<file path="src/rtl/glitch_pulse_gen_pkg.sv">
`default_nettype none
// ============================================================================
//  Module   : glitch_pkg
//  Purpose  : Shared definitions for the glitch pulse generator slice:
//             firing state encoding, configuration burst length and the
//             byte positions inside a configuration burst.
//  Contents : glitch_state_e   - state enumeration (3-bit encoding)
//             ST_*             - legacy-compatible state constants
//             CFG_BYTES        - bytes per configuration burst
//             IDX_*            - byte index of each configuration field
//             reps_after_first - repeats remaining once the first pulse
//                                of a train has been issued
//  Revision : 1.0 - initial release
// ============================================================================
package glitch_pkg;

    // Firing state machine encoding.
    typedef enum logic [2:0] {
        GS_IDLE  = 3'd0,
        GS_LOAD  = 3'd1,
        GS_ARMED = 3'd2,
        GS_DELAY = 3'd3,
        GS_PULSE = 3'd4,
        GS_GAP   = 3'd5
    } glitch_state_e;

    // Plain vector copies of the encoding, so state registers can stay
    // ordinary logic vectors in the datapath.
    localparam logic [2:0] ST_IDLE  = GS_IDLE;
    localparam logic [2:0] ST_LOAD  = GS_LOAD;
    localparam logic [2:0] ST_ARMED = GS_ARMED;
    localparam logic [2:0] ST_DELAY = GS_DELAY;
    localparam logic [2:0] ST_PULSE = GS_PULSE;
    localparam logic [2:0] ST_GAP   = GS_GAP;

    // Configuration burst layout.
    localparam int         CFG_BYTES  = 4;
    localparam logic [1:0] IDX_DLY_HI = 2'd0;
    localparam logic [1:0] IDX_DLY_LO = 2'd1;
    localparam logic [1:0] IDX_WIDTH  = 2'd2;
    localparam logic [1:0] IDX_COUNT  = 2'd3;

    // A programmed count of 0 behaves like 1, so the number of repeats
    // after the first pulse is count-1 saturated at zero.
    function automatic logic [7:0] reps_after_first(input logic [7:0] count);
        if (count == 8'd0) begin
            return 8'd0;
        end
        return count - 8'd1;
    endfunction

endpackage : glitch_pkg
`default_nettype wire

</file>
<file path="src/rtl/glitch_pulse_gen_if.sv">
`default_nettype none
// ============================================================================
//  Module   : glitch_cfg_if
//  Purpose  : Configuration byte stream from the RX burst FIFO stage into
//             the glitch pulse generator.
//  Signals  : in_dv   - one-cycle byte strobe, four back-to-back per burst
//             in_byte - configuration byte, valid while in_dv is high
//  Modports : master  - upstream burst stage (drives the stream)
//             slave   - glitch pulse generator (consumes the stream)
//  Revision : 1.0 - initial release
// ============================================================================
interface glitch_cfg_if;

    logic       in_dv;
    logic [7:0] in_byte;

    modport master (
        output in_dv,
        output in_byte
    );

    modport slave (
        input  in_dv,
        input  in_byte
    );

endinterface : glitch_cfg_if
`default_nettype wire

</file>
<file path="src/rtl/glitch_pulse_gen_trig_sync.sv">
`default_nettype none
// ============================================================================
//  Module   : glitch_trig_sync
//  Purpose  : Trigger conditioning for the glitch pulse generator. Produces
//             a one-cycle strobe on each rising edge of the trigger.
//             Build option GLITCH_TRIG_SYNC_EN inserts a 2-flop synchroniser
//             ahead of the edge detector for an asynchronous trigger source
//             (adds 2 cycles of trigger-to-strobe latency). Without it the
//             trigger is taken to be synchronous to clk.
//  Ports    : clk     - system clock
//             rst     - asynchronous active-high reset
//             trig_in - raw external trigger
//             rise    - one-cycle rising-edge strobe (combinational from
//                       the conditioned trigger and its registered copy)
//  Revision : 1.0 - initial release
// ============================================================================
module glitch_trig_sync (
    input  wire logic clk,
    input  wire logic rst,
    input  wire logic trig_in,
    output logic      rise
);

    logic w_trig_s;
    logic r_trig_q;

`ifdef GLITCH_TRIG_SYNC_EN
    logic r_meta;
    logic r_sync;

    always_ff @(posedge clk or posedge rst) begin
        if (rst) begin
            r_meta <= 1'b0;
            r_sync <= 1'b0;
        end else begin
            r_meta <= trig_in;
            r_sync <= r_meta;
        end
    end

    assign w_trig_s = r_sync;
`else
    assign w_trig_s = trig_in;
`endif

    // Previous value of the conditioned trigger; a level already high
    // when the block becomes armed does not count as an edge.
    always_ff @(posedge clk or posedge rst) begin
        if (rst) begin
            r_trig_q <= 1'b0;
        end else begin
            r_trig_q <= w_trig_s;
        end
    end

    assign rise = w_trig_s & ~r_trig_q;

endmodule : glitch_trig_sync
`default_nettype wire

</file>
<file path="src/rtl/glitch_pulse_gen.sv">
`default_nettype none
// ============================================================================
//  Module   : glitch_pulse_gen
//  Purpose  : One-shot glitch pulse generator. A 4-byte configuration burst
//             (delay hi, delay lo, width, count) arms the block; the next
//             trigger rising edge starts a delay of D cycles followed by a
//             train of count pulses, each W cycles high with W-cycle gaps.
//             Every firing needs a fresh burst.
//             Build option GLITCH_TRIG_SYNC_EN (in glitch_trig_sync) adds a
//             2-flop trigger synchroniser and 2 cycles of latency.
//  Ports    : clk        - system clock, single domain
//             rst        - asynchronous active-high reset
//             cfg        - configuration byte stream (glitch_cfg_if.slave)
//             trigger_in - external trigger, fires on rising edge
//             glitch_out - registered glitch pulse output
//             armed      - valid config held, waiting for trigger
//             busy       - delay / pulse / gap in progress
//             done       - one-cycle strobe as the last pulse falls
//             cfg_err    - one-cycle strobe on a bad or broken burst
//  Revision : 1.0 - initial release
// ============================================================================
module glitch_pulse_gen
    import glitch_pkg::*;
#(
    parameter int DELAY_W = 16,
    parameter int WIDTH_W = 8
) (
    input  wire logic   clk,
    input  wire logic   rst,
    glitch_cfg_if.slave cfg,
    input  wire logic   trigger_in,
    output logic        glitch_out,
    output logic        armed,
    output logic        busy,
    output logic        done,
    output logic        cfg_err
);

    // ------------------------------------------------------------------
    // State and configuration
    // ------------------------------------------------------------------
    logic [2:0]         r_state;
    logic [1:0]         r_idx;

    logic [7:0]         r_cfg_dly_hi;
    logic [7:0]         r_cfg_dly_lo;
    logic [WIDTH_W-1:0] r_cfg_width;
    logic [WIDTH_W-1:0] r_cfg_count;

    logic [DELAY_W-1:0] r_dly_cnt;
    logic [WIDTH_W-1:0] r_wid_cnt;   // shared by PULSE high and GAP low phases
    logic [WIDTH_W-1:0] r_rep_cnt;   // pulses still to follow the current one

    logic               r_glitch;
    logic               r_done;
    logic               r_cfg_err;

    logic               w_rise;
    logic [WIDTH_W-1:0] w_width_m1;

    // ------------------------------------------------------------------
    // Trigger conditioning
    // ------------------------------------------------------------------
    glitch_trig_sync u_trig_sync (
        .clk     (clk),
        .rst     (rst),
        .trig_in (trigger_in),
        .rise    (w_rise)
    );

    // Phase counters count down to zero, so they load W-1 to give W cycles.
    // W is never 0 here: a zero width is rejected at load time.
    assign w_width_m1 = r_cfg_width - WIDTH_W'(1);

    // ------------------------------------------------------------------
    // Main state machine
    // ------------------------------------------------------------------
    always_ff @(posedge clk or posedge rst) begin
        if (rst) begin
            r_state      <= ST_IDLE;
            r_idx        <= IDX_DLY_HI;
            r_cfg_dly_hi <= '0;
            r_cfg_dly_lo <= '0;
            r_cfg_width  <= '0;
            r_cfg_count  <= '0;
            r_dly_cnt    <= '0;
            r_wid_cnt    <= '0;
            r_rep_cnt    <= '0;
            r_glitch     <= 1'b0;
            r_done       <= 1'b0;
            r_cfg_err    <= 1'b0;
        end else begin
            // Strobes default low and are raised for a single cycle.
            r_done    <= 1'b0;
            r_cfg_err <= 1'b0;

            case (r_state)
                ST_IDLE,
                ST_ARMED: begin
                    // A new burst takes priority over a trigger edge in the
                    // same cycle and always replaces the held config.
                    if (cfg.in_dv) begin
                        r_cfg_dly_hi <= cfg.in_byte;
                        r_idx        <= IDX_DLY_LO;
                        r_state      <= ST_LOAD;
                    end else if ((r_state == ST_ARMED) && w_rise) begin
                        r_dly_cnt <= DELAY_W'({r_cfg_dly_hi, r_cfg_dly_lo});
                        r_rep_cnt <= reps_after_first(r_cfg_count);
                        r_state   <= ST_DELAY;
                    end
                end

                ST_LOAD: begin
                    if (cfg.in_dv) begin
                        case (r_idx)
                            IDX_DLY_LO: r_cfg_dly_lo <= cfg.in_byte;
                            IDX_WIDTH:  r_cfg_width  <= cfg.in_byte;
                            IDX_COUNT:  r_cfg_count  <= cfg.in_byte;
                            default:    r_cfg_dly_hi <= cfg.in_byte;
                        endcase

                        if (r_idx == IDX_COUNT) begin
                            // Width was captured on the previous byte, so
                            // it can be validated as the burst completes.
                            r_idx <= IDX_DLY_HI;
                            if (r_cfg_width == '0) begin
                                r_cfg_err <= 1'b1;
                                r_state   <= ST_IDLE;
                            end else begin
                                r_state   <= ST_ARMED;
                            end
                        end else begin
                            r_idx <= r_idx + 2'd1;
                        end
                    end else begin
                        // Burst broken by a missing strobe: discard it.
                        r_cfg_err <= 1'b1;
                        r_idx     <= IDX_DLY_HI;
                        r_state   <= ST_IDLE;
                    end
                end

                ST_DELAY: begin
                    if (r_dly_cnt == '0) begin
                        r_glitch  <= 1'b1;
                        r_wid_cnt <= w_width_m1;
                        r_state   <= ST_PULSE;
                    end else begin
                        r_dly_cnt <= r_dly_cnt - DELAY_W'(1);
                    end
                end

                ST_PULSE: begin
                    if (r_wid_cnt == '0) begin
                        r_glitch <= 1'b0;
                        if (r_rep_cnt != '0) begin
                            r_rep_cnt <= r_rep_cnt - WIDTH_W'(1);
                            r_wid_cnt <= w_width_m1;
                            r_state   <= ST_GAP;
                        end else begin
                            // done coincides with the final falling edge;
                            // the config stays but the block is no longer
                            // armed (one-shot).
                            r_done  <= 1'b1;
                            r_state <= ST_IDLE;
                        end
                    end else begin
                        r_wid_cnt <= r_wid_cnt - WIDTH_W'(1);
                    end
                end

                ST_GAP: begin
                    if (r_wid_cnt == '0) begin
                        r_glitch  <= 1'b1;
                        r_wid_cnt <= w_width_m1;
                        r_state   <= ST_PULSE;
                    end else begin
                        r_wid_cnt <= r_wid_cnt - WIDTH_W'(1);
                    end
                end

                default: begin
                    r_glitch <= 1'b0;
                    r_idx    <= IDX_DLY_HI;
                    r_state  <= ST_IDLE;
                end
            endcase
        end
    end

    // ------------------------------------------------------------------
    // Outputs
    // ------------------------------------------------------------------
    assign glitch_out = r_glitch;
    assign done       = r_done;
    assign cfg_err    = r_cfg_err;
    assign armed      = (r_state == ST_ARMED);
    assign busy       = (r_state == ST_DELAY) ||
                        (r_state == ST_PULSE) ||
                        (r_state == ST_GAP);

endmodule : glitch_pulse_gen
`default_nettype wire

</file>
<file path="src/flat_wrapper.sv">
// flat-port wrapper written by rule: the top's interface ports become plain ports
module glitch_pulse_gen_flat import glitch_pkg::*;
#(
    parameter int DELAY_W = 16,
    parameter int WIDTH_W = 8
)
  (clk, rst, trigger_in, glitch_out, armed, busy, done, cfg_err, cfg_in_dv, cfg_in_byte);
  glitch_cfg_if cfg_i ();
  input  wire logic clk;
  input  wire logic rst;
  input  wire logic trigger_in;
  output logic glitch_out;
  output logic armed;
  output logic busy;
  output logic done;
  output logic cfg_err;
  input wire logic [$bits(cfg_i.in_dv)-1:0] cfg_in_dv;
  input wire logic [$bits(cfg_i.in_byte)-1:0] cfg_in_byte;
  assign cfg_i.in_dv = cfg_in_dv;
  assign cfg_i.in_byte = cfg_in_byte;
  glitch_pulse_gen #(.DELAY_W(DELAY_W), .WIDTH_W(WIDTH_W)) u_core (.clk(clk), .rst(rst), .cfg(cfg_i), .trigger_in(trigger_in), .glitch_out(glitch_out), .armed(armed), .busy(busy), .done(done), .cfg_err(cfg_err));
endmodule
</file>
<file path="config.mk">
export PLATFORM = sky130hd
export DESIGN_NAME = glitch_pulse_gen_flat
export DESIGN_NICKNAME = d
export VERILOG_FILES = /design/src/rtl/glitch_pulse_gen_pkg.sv /design/src/rtl/glitch_pulse_gen_if.sv /design/src/rtl/glitch_pulse_gen_trig_sync.sv /design/src/rtl/glitch_pulse_gen.sv /design/src/flat_wrapper.sv
export SDC_FILE = /design/constraint.sdc
export NUM_CORES = 1
export LEC_CHECK = 0
export BUFFER_PORTS_ARGS = -buffer_cell sky130_fd_sc_hd__buf_4
export CELL_PAD_IN_SITES_DETAIL_PLACEMENT = 1
export CELL_PAD_IN_SITES_GLOBAL_PLACEMENT = 2
export CORE_ASPECT_RATIO = 1.1
export CORE_UTILIZATION = 35
export DETAILED_ROUTE_END_ITERATION = 10
export PLACE_DENSITY_LB_ADDON = 0.25
export SETUP_SLACK_MARGIN = 0.4
export SYNTH_ARGS = -nofsm -noshare
export SYNTH_HDL_FRONTEND = slang
export SYNTH_HIERARCHICAL = 1
export SYNTH_SLANG_ARGS = --single-unit
export TNS_END_PERCENT = 20
</file>
<file path="constraint.sdc">
create_clock -name clk -period 2.4 [get_ports clk]
set_input_delay 0.36 -clock clk [delete_from_list [all_inputs] [get_ports clk]]
set_output_delay 0.36 -clock clk [all_outputs]
set_load 0.02 [all_outputs]
</file>
Word-level counts from Yosys, hierarchy flattened
Index checks and enable logic that the tools add are counted.
{"block": "word_totals", "romBits": 0, "memories": 0, "latch_bits": 0, "ramBits": 0, "ff_bits": 73, "in_bits": 12}
{"block": "classes", "shifts": 0, "muxes": 49, "multipliers": 0, "n_eq_ne": 21, "reduce_logical": 27, "addsub": 6, "bitwise": 4, "magnitude_cmp": 0, "n_div": 0}
{"op": "8-bit two-way mux", "n": 13}
{"op": "16-bit two-way mux", "n": 3}
{"op": "16-bit case mux with 2 select lines", "n": 1}
{"op": "8-bit case mux with 2 select lines", "n": 2}
{"op": "8-bit by 1-bit subtractor with 8-bit output (second input constant)", "n": 4}
{"op": "8-bit logical NOT", "n": 3}
{"op": "3-bit two-way mux", "n": 8}
{"op": "8-bit case mux with 3 select lines", "n": 1}
{"op": "16-bit logical NOT", "n": 1}
{"op": "16-bit by 1-bit subtractor with 16-bit output (second input constant)", "n": 1}
{"op": "3-bit case mux with 5 select lines", "n": 1}
{"op": "1-bit two-way mux", "n": 14}
{"op": "3-bit AND reduction", "n": 4}
{"op": "4-bit AND reduction", "n": 3}
{"op": "2-bit by 1-bit != test with 1-bit output (second input constant)", "n": 5}
{"op": "2-bit != test (second input constant)", "n": 5}
{"op": "5-bit AND reduction", "n": 2}
{"op": "3-bit OR reduction", "n": 3}
{"op": "2-bit two-way mux", "n": 4}
{"op": "8-bit nonzero test", "n": 1}
{"op": "3-bit by 2-bit == test with 1-bit output (second input constant)", "n": 2}
{"op": "3-bit == test (second input constant)", "n": 2}
{"op": "3-bit by 2-bit != test with 1-bit output (second input constant)", "n": 2}
{"op": "2-bit case mux with 3 select lines", "n": 1}
{"op": "15 further kinds", "n": 21}

Depth between registers and ports, before layout
{"block": "logic_depth", "depth_word": 10, "mapped_depth": 9, "ltp_nobuf": 8}

Modules after synthesis
Netlist, hierarchy kept.
{"module": "glitch_pulse_gen", "area_per_inst_um2": 4066.4, "cells_each": 423, "seq_area_each_um2": 1801.7, "instances": 1}
{"module": "glitch_trig_sync", "area_per_inst_um2": 42.5, "cells_each": 3, "seq_area_each_um2": 25.0, "instances": 1}

Worst setup path before layout
Ideal clock, no wire load.
{"block": "synth_path", "kind": "register to register", "from": "register u_core.r_rep_cnt[0]", "to": "register u_core.r_wid_cnt[1]", "t_arrival_ns": 2.115, "period_less_slack_ns": 2.239, "slack_ns": 0.161, "required_ns": 2.276, "path_stages_with_launch": 9, "path_buffers": 0, "cell_sequence": "dfrtp_1 -> inv_1 -> ha_1 -> or4b_4 -> or4_4 -> o21ai_4 -> nand2b_4 -> inv_2 -> mux2i_1"}
{"block": "synth_between", "elab_chain_cells": 3}
{"element": "from (decl)", "line": "glitch_pulse_gen.sv:52", "source": "logic [WIDTH_W-1:0] r_rep_cnt;"}
{"element": "from (signal assigned)", "line": "glitch_pulse_gen.sv:108", "source": "r_rep_cnt <= reps_after_first(r_cfg_count);"}
{"element": "from (signal assigned)", "line": "glitch_pulse_gen.sv:157", "source": "r_rep_cnt <= r_rep_cnt - WIDTH_W'(1);"}
{"element": "8-bit nonzero test", "line": "glitch_pulse_gen.sv:156", "source": "if (r_rep_cnt != '0) begin"}
{"element": "3-bit != test (no line)"}
{"element": "3-bit AND reduction (no line)"}
{"element": "to (signal assigned)", "line": "glitch_pulse_gen.sv:158", "source": "r_wid_cnt <= w_width_m1;"}
{"element": "to (signal assigned)", "line": "glitch_pulse_gen.sv:168", "source": "r_wid_cnt <= r_wid_cnt - WIDTH_W'(1);"}
{"element": "to (signal assigned)", "line": "glitch_pulse_gen.sv:175", "source": "r_wid_cnt <= w_width_m1;"}
{"element": "to (decl)", "line": "glitch_pulse_gen.sv:51", "source": "logic [WIDTH_W-1:0] r_wid_cnt;"}
Every way passes these cells.
A chain may end at the register's enable or synchronous reset.

Worst setup path in the final report
Same ends and word-level chain as after synthesis.

==> metrics.log <==
INFO  metric cells_along_the_critical_path = inv_2 -> ha_4 -> or4b_4 -> or4_4 -> o21ai_4 -> nand2b_4 -> inv_4 -> mux2i_1
INFO  metric critical-path-slowest-cell = sky130_fd_sc_hd__or4b_4
INFO  metric layout.nets = 506
INFO  metric worst_pin_slew = 623 ps
INFO  metric final_min_period_over_clock_period = 92.4%
INFO  metric floorplan.die_area = 12,200 um2
INFO  metric synth_area_per_cell = 9.65 um2
INFO  metric post-synth-top-count-cell = sky130_fd_sc_hd__dfrtp_1
INFO  metric synth_top_cell_area_share = 44.5%
INFO  metric clkLatencyLatePin = 350 ps
INFO  metric hold_path.class = input pin to flop
INFO  metric dieHeight = 116 um
INFO  metric timing.clock.skew = 7.99 ps
INFO  metric synth_area_leader_cell = sky130_fd_sc_hd__dfrtp_1
INFO  metric synth_enable_flop_cells = 0
INFO  metric seq_area_frac_synth = 44.5%
INFO  metric dpl.hpwl = 8.26 mm
INFO  metric postSynth.asyncResetShare = 100%
INFO  metric tritoncts_clock_tree = built
INFO  metric status = complete, no violations
INFO  metric endpoint_kind = flop
INFO  metric initial_core_util = 35.9%
INFO  metric timing.critical_path.required = 2630 ps
INFO  metric use_met1 = 27.4%
INFO  metric antenna_violations_before_repair = 0
INFO  metric utilization = 45.2%
INFO  metric maxSlewHeadroom = 58.1%
INFO  metric io_buffer_count = 16
INFO  metric p_leak = 2.23 nW
INFO  metric grt_usage = 21.2%
INFO  metric synth_seq_cells = 73
INFO  metric unrepaired_setup_endpoints_after_global_routing = yes
INFO  metric layout_cells_sized_above_1 = 29.8%
INFO  metric htree_num_levels = 3
INFO  metric detail-route-antenna-nets = 0
INFO  metric drv_slew = 0
INFO  metric ys.warnings.count = 6
INFO  metric startpoint_type = flop
INFO  metric diodes = 0
INFO  metric synth_area = 4110 um2
INFO  metric worst_hold_slack = 130 ps
INFO  metric synthCells = 426
INFO  metric wl_per_cell = 18.7 um
INFO  metric category_of_the_most_critical_setup_path = flop to flop
INFO  metric syn2layout_area_growth = 25.8%
INFO  metric ctsLongestPathBuffers = 2
INFO  metric number_of_global_route_vias_before_repair = 3,603
INFO  metric post_synth_most_frequent_cells = sky130_fd_sc_hd__dfrtp_1 (73), sky130_fd_sc_hd__o21ai_0 (45), sky130_fd_sc_hd__nor2_1 (35), sky130_fd_sc_hd__mux2_2 (32), sky130_fd_sc_hd__nand2_1 (25)
INFO  metric synth_fp_nets = 450
INFO  metric netlist-cell-type-count = 63
INFO  metric final_cell_area = 5170 um2
INFO  metric path_max_fanout = 6
INFO  metric timing.critical_path.arrival = 2450 ps
INFO  metric maximum_capacitance_violations = 0
INFO  metric top_usage_layer = met2
INFO  metric final_hold_viol_count = 0
INFO  metric detail_route.vias_per_cell = 5.48
INFO  metric clock_sinks = 73
INFO  metric root_buffer_cell = sky130_fd_sc_hd__clkbuf_16
INFO  metric drc = 0
INFO  metric dr_total_vias = 3,491
INFO  metric route.final.wire_length = 11.9 mm
INFO  metric grt_start_max_net_pins = 73
INFO  metric cts_made_buffers = 9
INFO  metric grt_first_pass_wirelength = 19.5 mm
INFO  metric finalCriticalPeriod = 2220 ps
INFO  metric chipWidth = 105 um
INFO  metric fin_setup_tns = 0 ps
INFO  metric filler_cell_count = 1,283
INFO  metric clk_transition_reported_paths = 60 ps
INFO  metric ioPinCount = 17
INFO  metric grt_overflow_total = 0
INFO  metric count_of_non_filler_cells_in_the_finished_layout = 637
INFO  metric netlist_top_cells_area = sky130_fd_sc_hd__dfrtp_1 (44%), sky130_fd_sc_hd__mux2_2 (8.8%), sky130_fd_sc_hd__o21ai_0 (5.5%)
INFO  metric cell_count_after_placement = 602
INFO  metric placedInstanceArea = 4590 um2
INFO  metric row_count = 41
INFO  metric ys.flop_type = sky130_fd_sc_hd__dfrtp_1
INFO  metric place.gp.congestion = 0.817
INFO  metric drt-pass1-iter-count = 4
INFO  metric critical-path-max-stage-delay = 470 ps
INFO  metric grt_use_met3 = 4.61%
INFO  metric core_area = 11,400 um2
INFO  metric met2_usage = 35.5%
INFO  metric drt-initial-drc-count = 203
INFO  metric areal_power_density_over_the_cells = 1330 nW/um2
INFO  metric timing.final.setup_violations = 0
INFO  metric ir_worst_vdd = 0.471 mV
INFO  metric max_freq = 0.451 GHz
placed cells by master (no fill, tap or decap), types with 6 or more instances in the layout:
cell type	netlist	final
sky130_fd_sc_hd__nor4_1	15	14
sky130_fd_sc_hd__a21oi_1	22	20
sky130_fd_sc_hd__nor3_1	16	14
sky130_fd_sc_hd__nand2_1	25	24
sky130_fd_sc_hd__clkbuf_16	0	10
sky130_fd_sc_hd__xor2_1	6	6
sky130_fd_sc_hd__nor2_1	35	35
sky130_fd_sc_hd__dfrtp_1	73	72
sky130_fd_sc_hd__nand2b_1	7	7
sky130_fd_sc_hd__o22ai_1	9	9
sky130_fd_sc_hd__mux2_2	32	32
sky130_fd_sc_hd__inv_1	21	16
sky130_fd_sc_hd__o21ai_0	45	41
sky130_fd_sc_hd__a22o_1	6	6
sky130_fd_sc_hd__ha_1	12	10
sky130_fd_sc_hd__buf_4	0	54
stage by stage:
stage	worst slack [ps]	total power [W]
6_report	183	0.00687
5_1_grt	98.8	0.00742
4_1_cts	181	0.00672
3_5_place_dp	-56.1	0.00516
3_3_place_gp	-11.3	0.00506
2_1_floorplan	188	0.00420
cell families (layout without fill, tap and decap cells):
logic type | after synthesis | count (layout) | share of synthesized area (%)
and+or+nand+nor | 136 | 136 | 17.7
AOI/OAI and AO/OA | 122 | 122 | 19.0
DFF | 73 | 73 | 44.5
buffers and inverters | 38 | 99 | 3.56
muxes | 34 | 34 | 9.26
adders and majority gates | 12 | 12 | 3.65
xor gates and xnor gates | 11 | 11 | 2.34
final cells by class:
type	count	area [um2]	share of cell area [%]
Timing Repair Buffer	61	517	10.0
Clock buffer	10	229	4.43
Multi-Input combinational cell	315	2250	43.6
Tap cell	150	188	3.63
Sequential cell	73	1830	35.4
Inverter	22	88.8	1.72
Clock inverter	6	66.3	1.28
final timing paths:
path	startpoint	slack, ps	cells after the start	endpoint
max in group asynchronous	rst	1360	4	u_core/r_cfg_width[0]
worst min register to register	u_core/glitch_out	470	2	u_core/glitch_out
worst max-delay path	u_core/r_rep_cnt[0]	180	8	u_core/r_wid_cnt[1]
worst max register to register	u_core/r_rep_cnt[0]	180	8	u_core/r_wid_cnt[1]
worst min-delay path	trigger_in	130	1	u_core/u_trig_sync/r_trig_q
min in group asynchronous	rst	430	3	u_core/u_trig_sync/r_trig_q
timing repair:
action | in CTS | in global routing
buffers inserted | 6 | 10
endpoints found under the setup margin | 37 | 61
hold endpoints to repair | 1 | 0
hold buffers | 1 | 0
resized for setup | 18 | 19
pin swaps | 3 | 6
cloned | 1 | 1
power by group:
part | switching [W] | total [W] | leakage (nW) | internal [W]
clock | 0.000550 | 0.00136 | 0.135 | 0.000806
combinational | 0.00161 | 0.00317 | 1.20 | 0.00156
sequential | 0.000575 | 0.00235 | 0.896 | 0.00177
registers in the layout, indices dropped and copies added (netlist names), 3 cells and up:
| name | flops |
|---|---|
| u_core/r_rep_cnt | 8 |
| u_core/r_state | 3 |
| u_core/r_wid_cnt | 8 |
| u_core/r_dly_cnt | 16 |
| u_core/r_cfg_width | 8 |
| u_core/r_cfg_dly_hi | 8 |
| u_core/r_cfg_count | 8 |
| u_core/r_cfg_dly_lo | 8 |
metal layers:
metal / vias to the layer above / wire length (um)
met1: 1762 / 5550
li1: 1688 / -
met3: 10 / 270
met2: 31 / 5980
met5: - / 0
met4: 0 / 126
critical path: cells and delay by family, from the launching register on:
kind	cells	cell delay (ps)
flops	1	390
simple gates	3	1130
fa+ha+maj	1	130
mux	1	110
buf+inv	2	140
compound gates	1	210
Note: power is estimated with default switching activity, not from simulation.
